`src/rtl/rg_pipe.sv`:
```
// rg_pipe: DEPTH-stage N-bit register pipeline with per-stage valid/ready, bubble collapsing and flush.
// Optional occupancy output enabled by defining RG_PIPE_OCC_EN.
module rg_pipe #(
    parameter int             N         = 10,
    parameter int             DEPTH     = 4,
    parameter logic [N-1:0]   RESET_VAL = '0
) (
    input  logic         clk,
    input  logic         reset,
    input  logic         flush,
    input  logic         in_valid,
    output logic         in_ready,
    input  logic [N-1:0] i,
    output logic         out_valid,
    input  logic         out_ready,
    output logic [N-1:0] o
`ifdef RG_PIPE_OCC_EN
    ,
    output logic [$clog2(DEPTH+1)-1:0] occ
`endif
);

    logic [DEPTH-1:0]        v_q, v_d, rdy, up_v;
    logic [DEPTH-1:0][N-1:0] d_q, d_d, up_d;

    for (genvar k = 0; k < DEPTH; k++) begin : g_stage
        if (k == 0) begin : g_head
            assign up_v[k] = in_valid;
            assign up_d[k] = i;
        end else begin : g_body
            assign up_v[k] = v_q[k-1];
            assign up_d[k] = d_q[k-1];
        end
        // A stage can load when the consumer takes or any stage at or beyond it is empty.
        assign rdy[k] = out_ready | (|(~v_q >> k));
    end

    assign in_ready  = rdy[0] & ~flush;
    assign out_valid = v_q[DEPTH-1];
    assign o         = d_q[DEPTH-1];

    // Next state: load from upstream when ready, data only changes on a valid load; flush wins.
    always_comb begin
        for (int k = 0; k < DEPTH; k++) begin
            v_d[k] = ~flush & (rdy[k] ? up_v[k] : v_q[k]);
            d_d[k] = flush ? RESET_VAL : (rdy[k] & up_v[k]) ? up_d[k] : d_q[k];
        end
    end

    // Stage registers with asynchronous active-low reset.
    always_ff @(posedge clk or negedge reset) begin
        if (!reset) begin
            v_q <= '0;
            d_q <= {DEPTH{RESET_VAL}};
        end else begin
            v_q <= v_d;
            d_q <= d_d;
        end
    end

`ifdef RG_PIPE_OCC_EN
    localparam int OW = $clog2(DEPTH+1);
    // Occupancy is the popcount of stage valid bits.
    always_comb begin
        occ = '0;
        for (int k = 0; k < DEPTH; k++) occ = occ + OW'(v_q[k]);
    end
`endif

endmodule

```
`config.mk`:
```
export PLATFORM = sky130hd
export DESIGN_NAME = rg_pipe
export DESIGN_NICKNAME = d
export VERILOG_FILES = /design/src/rtl/rg_pipe.sv
export SDC_FILE = /design/constraint.sdc
export NUM_CORES = 1
export LEC_CHECK = 0
export CAP_MARGIN = 20
export CORE_AREA = 3 3 92 59
export CTS_BUF_LIST = sky130_fd_sc_hd__clkbuf_16
export DETAILED_ROUTE_END_ITERATION = 8
export DIE_AREA = 0 0 95 62
export GPL_ROUTABILITY_DRIVEN = 0
export PLACE_DENSITY = 0.76
export SKIP_CTS_REPAIR_TIMING = 1
export SLEW_MARGIN = 0
export SYNTH_ARGS = -nofsm -noshare
export SYNTH_HDL_FRONTEND = slang
export SYNTH_SLANG_ARGS = --single-unit
```
`constraint.sdc`:
```
create_clock -name clk -period 1.8 [get_ports clk]
set_clock_uncertainty 0.1 [all_clocks]
set_input_delay 0.18 -clock clk [delete_from_list [all_inputs] [get_ports clk]]
set_output_delay 0.18 -clock clk [all_outputs]
set_load 0.005 [all_outputs]
```
# After elaboration in Yosys (flattened, before gate mapping)
# Cells that the tools add are included.
word_totals:
  regBits: 44
  latch_bits: 0
  mem_bits_rw: 0
  romBits: 0
  in_bits: 15
  output_inout_bits: 12
  wordCells: 39
  mem_count: 0
op_classes:
  addsub: 0
  mul: 0
  div_mod_pow: 0
  order_cmp: 0
  eq_ne: 0
  shift: 0
  n_mux: 12
  bitwise_logic: 15
  n_reduce_logical: 7
op_table:
  columns: ["cell", "count"]
  rows:
  - ["$mux 10", 8]
  - ["$and 1x1->1", 9]
  - ["$reduce_bool 2->1", 4]
  - ["$mux 1", 4]
  - ["$not 4->4", 1]
  - ["$or 1x1->1", 4]
  - ["$reduce_or 4->1", 1]
  - ["$reduce_or 3->1", 1]
  - ["$reduce_or 2->1", 1]
  - ["$not 1->1", 1]

# Logic depth before layout (Yosys ltp)
# Gate-level depths: netlist of run 1.
logic_depth:
  word_depth: 6
  mapped_depth: 6
  mapped_depth_nobuf: 3

# Worst setup path after synthesis of run 1
# Ideal clock, no wire load.
synth_timing:
  kind: "reg2out"
  start: "reg v_q[2]"
  end: "out in_ready"
  arrival_time_ns: 1.060
  t_required_ns: 1.520
  path_slack_ns: 0.460
  path_stages_with_launch: 5
  path_buffers: 2
  path_cell_list: "dfrtp_1 > and4b_1 > buf_4 > buf_4 > a21oi_1"
synth_via:
  elab_chain_len: 4
synth_rtl:
  columns: ["element", "line_no", "rtl"]
  rows:
  - ["from (decl)", "23", "logic [DEPTH-1:0] v_q, v_d, rdy, up_v;"]
  - ["from (signal assigned)", "56", "v_q <= v_d;"]
  - ["$not 4->4", "35", "assign rdy[k] = out_ready | (|(~v_q >> k));"]
  - ["$reduce_or 4->1", "35", null]
  - ["$or 1x1->1", "35", null]
  - ["$and 1x1->1", "38", "assign in_ready = rdy[0] & ~flush;"]
  - ["to (decl)", "12", "output logic in_ready,"]
# Every way passes these cells.

# Worst setup path after layout of run 1
layout_timing:
  start: "reg v_q[3]"
  end: "out in_ready"
# The elaborated chain is that of the path after synthesis.

==> summary.md, run 1 <==
| Metric | Value |
|---|---|
| Post-Route WL | `4296 um` |
| All-Layer GR Usage | `0.1698` |
| Top Ports | `27` |
| Commonest cells after routing, fill and taps aside | `dfrtp_1, clkdlybuf4s50_1, a22o_1, nand2_1, buf_4` |
| Diode count | `0` |
| Setup Viol. Count Final | `0` |
| Final TNS setup | `0 ps` |
| Yosys top cell area share | `0.5304` |
| Origin of the critical flop-to-flop path | `v_q[2]$_DFF_PN0_` |
| Startpoint types | `flop` |
| Placed cell count | `roughly 270` |
| CP arrival | `about 1200 ps` |
| Vias post-DR | `between 1500 and 2000` |
| Clk buf depth | `2` |
| RSZ-0062 raised after global routing | `false` |
| Reg2Reg Depth | `4` |
| Clk Tree Root Cell | `clkbuf_16` |
| Die ar. | `slightly below 0.006 mm2` |
| Total CTS buffers | `5` |
| Pwr Density | `857.2 mW/mm2` |
| Core ar. | `about 0.0046 mm2` |
| TritonCTS clock tree | `built` |
| Worst path bufs/invs | `1` |
| Worst setup path end | `in_ready` |
| Final Hold Viols | `0` |
| Drt via density | `~5.6` |
| #FFs+latches synth | `between 40 and 50` |
| Sequential fraction of the synthesis area | `0.5304` |
| Post-DP HPWL | `2903 um` |
| WP depth | `3` |
| Port Buf Inserts | `26` |
| Antenna violations before repair | `0` |
| WL/cell | `15.74 um` |
| DIE WIDTH | `between 90 and 100 um` |
| Top FF cell, synth | `dfrtp_1` |
| Fmax | `~660 MHz` |
| Max VDD drop | `0.0004231 V` |
| YS warnings | `0` |
| Clock sink count | `44` |
| Critical Path Fanout Max | `4` |
| Commonest non-fill, non-tap cell in the layout | `dfrtp_1` |
| Slew HR | `0.5744` |
| Post-synth EDFFs | `0` |
| H-tree lvl count | `2` |
| Min Hold Slack | `just under 400 ps` |
| Syn_nets | `206` |
| CP endpoint kind | `output pin` |
| Slew of the pin with the lowest slew margin | `~640 ps` |
| Nets | `~230` |
| Count of different cell masters after synthesis | `27` |
| Cells along the critical path | `and4b_1, a21oi_1, dlymetal6s2s_1` |
| Slew Limit Fails | `0` |
| CP Class | `flop to output pin` |
| Status | `finished clean` |
| Minimum clock period | `1518 ps` |
| Clk_lat worst skew | `approximately 280 ps` |
| Dominant cell type by area after synthesis | `dfrtp_1` |
| Layout area overhead | `19.17%` |
| Row Count | `19` |
| Leak Pwr | `around 1.1 nW` |
| Worst Hold Class | `flop to flop` |
| Avg Cell Area, Syn | `~11 um2` |
| Required @ worst endpoint | `1520 ps` |
| Slowest CP cell | `dfrtp_1` |
| Flop-to-flop setup slack | `300 ps` |
| Max-Cap Viols | `0` |
| DP Worst Slack | `-31.21 ps` |
| Total grt overflow | `0` |
| RR Endpoint | `d_q[24]$_DFFE_PN0P_` |
| Fin crit share | `0.8436` |
| Worst setup path start | `v_q[3]$_DFF_PN0_` |
| WHS Path Cells | `1` |
| Clock slew at reported path FFs | `60 ps` |
| Layout cells sized above 1 | `0.1143` |
| DRC viols | `0` |
| Synth Instances | `about 190` |
| Final setup margin | `281.5 ps` |
| Layout Cells excl Fill | `approximately 270` |
| DRT Pass-1 Iters | `4` |
| Synth top area cells | `dfrtp_1, a22o_1, buf_4` |
| Largest net degree at the start of global routing | `45` |
| Delay-heaviest family, CP | `flip-flops` |
| 1st-iter DRT viols | `53` |
| First-pass GRT wire length | `between 7000 and 8000 um` |
| Vias in the first global route | `around 1500` |
| Max incr delay on CP | `~410 ps` |
| Initial Util | `0.4524` |
| Die height | `62 um` |
| Power Total | `between 2 and 2.5 mW` |
| Mapped Area | `about 0.0021 mm2` |
| Antenna-violating nets left | `0` |
| Fraction of registers with async set/reset | `1.000` |
-- report_power, final --
part           internal, mW  switching [mW]
Combinational        0.0868           0.112
Clock                 0.503           0.370
Sequential             1.02          0.0262
Total                  1.61           0.508
-- layout make-up --
cell class | instances | area, um2
Inverter | 3 | 12.51
Clock inverter | 2 | 12.51
Tap cell | 63 | 78.83
Fill cell | 393 | 2115
Sequential cell | 44 | 1101
Timing Repair Buffer | 39 | 357.8
Clock buffer | 5 | 125.1
Multi-Input combinational cell | 117 | 785.8
-- worst min-delay path by stage --
stage          slack (ps)             endpoint                 from
2_1_floorplan        -220   d_q[0]$_DFFE_PN0P_                reset
3_3_place_gp          190     o[2]$_DFFE_PN0P_                reset
3_5_place_dp          200     o[9]$_DFFE_PN0P_                reset
4_1_cts              -110     o[9]$_DFFE_PN0P_                reset
5_1_grt               400  d_q[26]$_DFFE_PN0P_  d_q[16]$_DFFE_PN0P_
6_report              390  d_q[23]$_DFFE_PN0P_  d_q[13]$_DFFE_PN0P_
-- cells in the mapped netlist, drive strengths merged (2+ instances only) --
cell,number
buf,21
nor2,5
a31oi,9
nand4,10
nand3,10
mux2i,10
inv,2
and3,2
a22o,20
o211ai,10
a21oi,6
clkbuf,6
nor3b,9
dfrtp,44
nand2,20
-- per-stage QoR --
stage / utilization / cell area (um2)
detailed placement: 0.5064 / 2323
CTS: 0.5364 / 2461
floorplan: - / 2076
finish: 0.5391 / 2474
global placement: 0.5064 / 2323
global route: 0.5391 / 2474
-- kinds of logic (layout without fill, tap and decap cells) --
logic type,Yosys count,count (layout),synth area share
AOI/OAI and AO/OA,47,47,0.1760
buffers and inverters,30,49,0.09101
DFF,44,44,0.5304
muxes,10,10,0.04822
and+or+nand+nor,60,60,0.1543
-- registers in the layout (all words and copies together), names as in the netlist --
| register | count |
|---|---|
| o | 10 |
| v_q | 4 |
| d_q | 30 |
-- routing by layer --
layer	wire, um	global-route usage
met2	1858	0.2595
met5	0	0
met3	259	0.06619
met4	40	0.03901
met1	2138	0.2315
Note: power is estimated with default switching activity, not from simulation.
==> run 2: changes to the inputs <==
==> constraint.sdc (replaced) <==
create_clock -name clk -period 1.4 [get_ports clk]
set_clock_uncertainty 0.1 [all_clocks]
set_input_delay 0.14 -clock clk [delete_from_list [all_inputs] [get_ports clk]]
set_output_delay 0.14 -clock clk [all_outputs]
set_load 0.005 [all_outputs]
==> summary.md, run 2 (synthesis gave the netlist of run 1 again) <==
| Metric | Value |
|---|---|
| Fmax | `690.7 MHz` |
| Fillers | `391 (-0.51%)` |
| Drt via density | `5.635 (+0.54%)` |
| Slew HR | `0.7399 (+0.1655)` |
| Power share of the combinational group | `0.108 (+0.014)` |
| H-tree lvl count | `2 (unchanged)` |
| DIE WIDTH | `95 um (unchanged)` |
| Uppermost layer routed | `met4` |
| Clock Power Share | `0.400 (-0.012)` |
| WL/cell | `15.94 um (+1.3%)` |
| Die ar. | `0.005890 mm2 (unchanged)` |
| Minimum clock period | `between 1000 and 1500 ps` |
| CP Class | `flop to output pin` |
| Clock sink count | `44 (unchanged)` |
| Min Hold Slack | `274.5 ps (-114.5 ps)` |
| Fin crit share | `1.034` |
| Leak Pwr | `1.339 nW (+22%)` |
| Wl on met1 | `2209 um (+3.3%)` |
| Core ar. | `0.004588 mm2 (unchanged)` |
| Setup Viol. Count Final | `2 (+2)` |
| Antenna violations before repair | `0 (unchanged)` |
| Met2 WL | `1894 um (+1.9%)` |
| RR Endpoint | `d_q[22]$_DFFE_PN0P_` |
| Clk buf depth | `2 (unchanged)` |
| Worst Hold Class | `primary input to asynchronous set/reset pin` |
| 1st-iter DRT viols | `57 (+7.5%)` |
| Status | `finished, violations left` |
| Vias in the first global route | `1459 (unchanged)` |
| DRC viols | `0 (unchanged)` |
| Flop-to-flop setup slack | `-10 ps (-310 ps)` |
| Critical Path Fanout Max | `2 (-2)` |
| Commonest cells after routing, fill and taps aside | `dfrtp_1, a22o_1, nand2_1` |
| Die height | `62 um (unchanged)` |
| Clk Tree Root Cell | `clkbuf_16` |
| Origin of the critical flop-to-flop path | `v_q[2]$_DFF_PN0_` |
| Max-Cap Viols | `0 (unchanged)` |
| Reg2Reg Depth | `6 (+2)` |
| Layout area overhead | `27.97%` |
| Pwr Density | `1034 mW/mm2 (+21%)` |
| Pint | `2.104 mW (+30%)` |
| Max VDD drop | `0.0004659 V (+10%)` |
| DRT Pass-1 Iters | `4 (unchanged)` |
| First-pass GRT wire length | `7058 um (-3.9%)` |
| Clk_lat worst skew | `280 ps (about the same)` |
| Max reg flops | `30 (unchanged)` |
| Metal3 WL | `289 um (+12%)` |
| Commonest non-fill, non-tap cell in the layout | `dfrtp_1` |
| All-Layer GR Usage | `0.1596 (-0.01022)` |
| Final Hold Viols | `0 (unchanged)` |
| Clock slew at reported path FFs | `60 ps (about the same)` |
| Switching Power | `641.2 uW (+26%)` |
| Post-Route WL | `4496 um (+4.7%)` |
| Final setup margin | `-47.78 ps (-329.3 ps)` |
| Required @ worst endpoint | `1160 ps (-360 ps)` |
| Slew Limit Fails | `0 (unchanged)` |
| Initial Util | `0.4524 (unchanged)` |
| Post-DP HPWL | `3002 um (+3.4%)` |
| Sequential Power Share | `0.492 (-0.003)` |
| Row Count | `19 (unchanged)` |
| Diode count | `0 (unchanged)` |
| CP endpoint kind | `output pin` |
| Total grt overflow | `0 (unchanged)` |
| Total CTS buffers | `5 (unchanged)` |
| Switching share of power | `0.2336 (-0.005848)` |
| Layout cells sized above 1 | `0.1872 (+0.07293)` |
| Antenna-violating nets left | `0 (unchanged)` |
| Port Buf Inserts | `26 (unchanged)` |
| TritonCTS clock tree | `built` |
| RSZ-0062 raised after global routing | `true` |
| Final TNS setup | `-55.30 ps (-55.30 ps)` |
| CP arrival | `1210 ps (-30 ps)` |
| Largest net degree at the start of global routing | `45 (unchanged)` |
| Top reg by flops | `d_q` |
| Nets | `234 (+4.0%)` |
| Startpoint types | `flop` |
| Slew of the pin with the lowest slew margin | `388.4 ps (-248.6 ps)` |
| Vias post-DR | `1589 (+3.9%)` |
| Top Ports | `27 (unchanged)` |
| Worst setup path start | `v_q[2]$_DFF_PN0_` |
| Failing checks | `negative setup slack` |
run 2: cell count changes in the layout (fill, tap and decap cells not counted), sizes merged:
cell	change
buf	+9
clkdlybuf4s50	-8
dlymetal6s2s	+8
run 2: routing by layer:
layer  global-route usage  vias up
met5                    0        -
met4              0.07392        0
met3              0.04693        9
met2               0.2395       50
met1               0.2164      776
li1                     -      754
run 2: layout make-up:
type                       count  area, um2  area share
multi-input combinational    117      822.0      0.3095
clock buffer                   5      125.1     0.04710
sequential                    44       1102      0.4150
inverter                       3      12.51    0.004710
timing repair buffer          48      503.0      0.1894
tap                           63      78.83     0.02967
clock inverter                 2      12.51    0.004710
run 2: worst max-delay path by stage:
stage                                to  cells after the start
detailed placement             in_ready                      4
global placement               in_ready                      4
finish                         in_ready                      3
floorplan                      in_ready                      4
global route        d_q[18]$_DFFE_PN0P_                      5
CTS                            in_ready                      3
run 2: critical path, cell delays in order, from the launching register on:
cell and delay (ps):
dfrtp_1 380, and4b_2 270, a21oi_2 140, dlymetal6s2s_1 140
run 2: power by group through the flow:
stage | clock network, mW | registers [mW] | logic, mW
floorplan | 0 | 1.36 | 0.141
global placement | 0 | 1.37 | 0.276
detailed placement | 0 | 1.37 | 0.284
CTS | 1.12 | 1.35 | 0.285
global route | 1.17 | 1.36 | 0.325
finish | 1.10 | 1.35 | 0.297
run 2: metrics by stage:
step / total power [mW] / instances / cell area (um2) / util / worst slack (ps)
final: 2.746 / 282 / 2656 / 0.5789 / -47.78
after global routing: 2.854 / 282 / 2656 / 0.5789 / -89.47
after CTS: 2.752 / 279 / 2564 / 0.5588 / -437.9
after detailed placement: 1.656 / 272 / 2426 / 0.5288 / -367.4
after global placement: 1.645 / 272 / 2426 / 0.5288 / -367.8
after floorplan: 1.502 / 191 / 2076 / - / 99.54
==> run 3: changes to the inputs <==
--- a/config.mk
+++ b/config.mk
@@ -6,12 +6,12 @@
 export NUM_CORES = 1
 export LEC_CHECK = 0
 export CAP_MARGIN = 20
-export CORE_AREA = 3 3 92 59
+export CORE_AREA = 3 3 97 62
 export CTS_BUF_LIST = sky130_fd_sc_hd__clkbuf_16
 export DETAILED_ROUTE_END_ITERATION = 8
-export DIE_AREA = 0 0 95 62
+export DIE_AREA = 0 0 100 65
 export GPL_ROUTABILITY_DRIVEN = 0
-export PLACE_DENSITY = 0.76
+export PLACE_DENSITY = 0.7
 export SKIP_CTS_REPAIR_TIMING = 1
 export SLEW_MARGIN = 0
 export SYNTH_ARGS = -nofsm -noshare
==> summary.md, run 3 (synthesis gave the netlist of run 1 again) <==
| Metric | Value |
|---|---|
| DIE WIDTH | `100 um (+5.3%)` |
| Post-DP HPWL | `2745 um (-8.6%)` |
| Final setup margin | `-45.75 ps (+2.029 ps)` |
| Drt via density | `5.462 (-3.1%)` |
| Delay-heaviest family, CP | `simple AND/OR/NAND/NOR gates` |
| Sequential Power Share | `0.484 (-0.008)` |
| Layout Cells excl Fill | `288 (+2.1%)` |
| Power Total | `2.785 mW (+1.4%)` |
| Leak Pwr | `1.308 nW (-2.3%)` |
| Row Count | `20 (+1)` |
| Pwr Density | `1038 mW/mm2 (+0.39%)` |
| Required @ worst endpoint | `1470 ps (+310 ps)` |
| RR Endpoint | `d_q[25]$_DFFE_PN0P_` |
| DRT Pass-1 Iters | `4 (unchanged)` |
| Vias post-DR | `1573 (-1.0%)` |
| Switching share of power | `0.2444 (+0.01083)` |
| H-tree lvl count | `2 (unchanged)` |
| Cells along the critical path | `buf_4, nand3b_4, buf_12, and3_2, a22o_1` |
| Setup Viol. Count Final | `6 (+4)` |
| CP Class | `flop to flop` |
| Port Buf Inserts | `26 (unchanged)` |
| Max incr delay on CP | `350 ps (-30 ps)` |
| CP arrival | `1520 ps (+310 ps)` |
| Antenna-violating nets left | `0 (unchanged)` |
| Commonest non-fill, non-tap cell in the layout | `dfrtp_1` |
| Top Ports | `27 (unchanged)` |
| Layout cells sized above 1 | `0.1892 (+0.001975)` |
| Clk_lat worst skew | `290 ps (about the same)` |
| Total CTS buffers | `5 (unchanged)` |
| Antenna violations before repair | `0 (unchanged)` |
| Worst path bufs/invs | `2 (+1)` |
| Wl on met1 | `2433 um (+10%)` |
| Switching Power | `680.6 uW (+6.1%)` |
| First-pass GRT wire length | `7182 um (+1.8%)` |
| Power share of the combinational group | `0.105 (-0.003)` |
| DP Worst Slack | `-445.8 ps (-78.43 ps)` |
| Failing checks | `negative setup slack` |
| Origin of the critical flop-to-flop path | `v_q[2]$_DFF_PN0_` |
| Core ar. | `0.005080 mm2 (+11%)` |
| Slew of the pin with the lowest slew margin | `332.0 ps (-56.45 ps)` |
| Final Hold Viols | `0 (unchanged)` |
| Total grt overflow | `0 (unchanged)` |
| Uppermost layer routed | `met4` |
| Slowest CP cell | `dfrtp_1` |
| Largest net degree at the start of global routing | `50 (+11%)` |
| TritonCTS clock tree | `built` |
| CP endpoint kind | `flop` |
| Reg2Reg Depth | `5 (-1)` |
| Max reg flops | `30 (unchanged)` |
| Fmax | `691.7 MHz (+0.14%)` |
| WL/cell | `15.89 um (-0.32%)` |
| Initial Util | `0.4086 (-0.04379)` |
| Clock slew at reported path FFs | `60 ps (about the same)` |
| All-Layer GR Usage | `0.1410 (-0.01863)` |
| Fillers | `461 (+18%)` |
| Die ar. | `0.006500 mm2 (+10%)` |
| Met2 WL | `1886 um (-0.42%)` |
| Worst Hold Class | `primary input to asynchronous set/reset pin` |
| Vias in the first global route | `1406 (-3.6%)` |
| 1st-iter DRT viols | `73 (+28%)` |
| Critical Path Fanout Max | `5 (+3)` |
| Clk buf depth | `2 (unchanged)` |
| Post-Route WL | `4577 um (+1.8%)` |
| Flop-to-flop setup slack | `-50 ps (-40 ps)` |
| Die height | `65 um (+4.8%)` |
| Max-Cap Viols | `0 (unchanged)` |
| Pint | `2.104 mW (about the same)` |
| Placed cell areas | `0.002387 mm2 (-1.6%)` |
| Status | `finished, violations left` |
| Commonest cells after routing, fill and taps aside | `dfrtp_1, a22o_1, nand2_1` |
| Placed cell count | `271 (-0.37%)` |
| Slew HR | `0.7782 (+0.03831)` |
| Layout Cell Area excl Fill | `0.002684 mm2 (+1.0%)` |
| Clock sink count | `44 (unchanged)` |
| DRC viols | `0 (unchanged)` |
| Top reg by flops | `d_q` |
| Nets | `236 (+0.85%)` |
| Clock Power Share | `0.411 (+0.011)` |
| Max VDD drop | `0.0005260 V (+13%)` |
| Startpoint types | `flop` |
| Slew Limit Fails | `0 (unchanged)` |
| RSZ-0062 raised after global routing | `true` |
| Metal3 WL | `205 um (-29%)` |
| Clk Tree Root Cell | `clkbuf_16` |
| Layout area overhead | `29.29%` |
| Diode count | `0 (unchanged)` |
| Fin crit share | `1.033 (-0.001449)` |
| Minimum clock period | `1446 ps (-2.029 ps)` |
[run 3: cell count changes in the layout (fill, tap and decap cells not counted), sizes merged]
cell,previous run,this run
clkdlybuf4s50,16,18
clkbuf,5,6
a21oi,6,7
clkinvlp,1,2
dlymetal6s2s,9,6
and3,2,3
[run 3: how the worst max path moves through the flow]
stage,start,endpoint,depth (start not counted)
final,v_q[2]$_DFF_PN0_,d_q[25]$_DFFE_PN0P_,5
after global routing,v_q[2]$_DFF_PN0_,in_ready,3
after global placement,out_ready,in_ready,4
after floorplan,v_q[2]$_DFF_PN0_,in_ready,4
after detailed placement,out_ready,in_ready,4
after CTS,v_q[2]$_DFF_PN0_,in_ready,3
[run 3: through the flow]
step                      hold slack [ps]  utilization  TNS (ps)
after floorplan                    -255.6            -         0
after global placement              31.59       0.4700    -11830
after detailed placement            34.94       0.4700    -12360
after CTS                          -269.7       0.4983     -2617
after global routing                291.2       0.5283     -1090
final                               255.8       0.5283    -242.8
[run 3: worst min-delay path, cell delays in order]
cell and delay [ps]:
dlygate4sd3_1 520, buf_2 120, buf_12 240
[run 3: layout make-up]
cell class,instances,area (um2),share of cell area
Inverter,3,12.51,0.004662
Clock buffer,5,125.1,0.04662
Tap cell,66,82.58,0.03077
Multi-Input combinational cell,119,853.3,0.3179
Sequential cell,44,1101,0.4103
Clock inverter,3,18.77,0.006993
Timing Repair Buffer,48,490.5,0.1828
[run 3: per-layer routing]
metal | track usage | up-vias
li1 | - | 755
met1 | 0.2188 | 776
met2 | 0.1811 | 35
met3 | 0.04301 | 7
met4 | 0.04706 | 0
met5 | 0 | -
[run 3: power groups by stage]
stage                     sequential (mW)  combinational [mW]  clock, mW
after floorplan                      1.36               0.141          0
after global placement               1.37               0.265          0
after detailed placement             1.37               0.270          0
after CTS                            1.35               0.271       1.16
after global routing                 1.35               0.321       1.23
final                                1.35               0.292       1.14
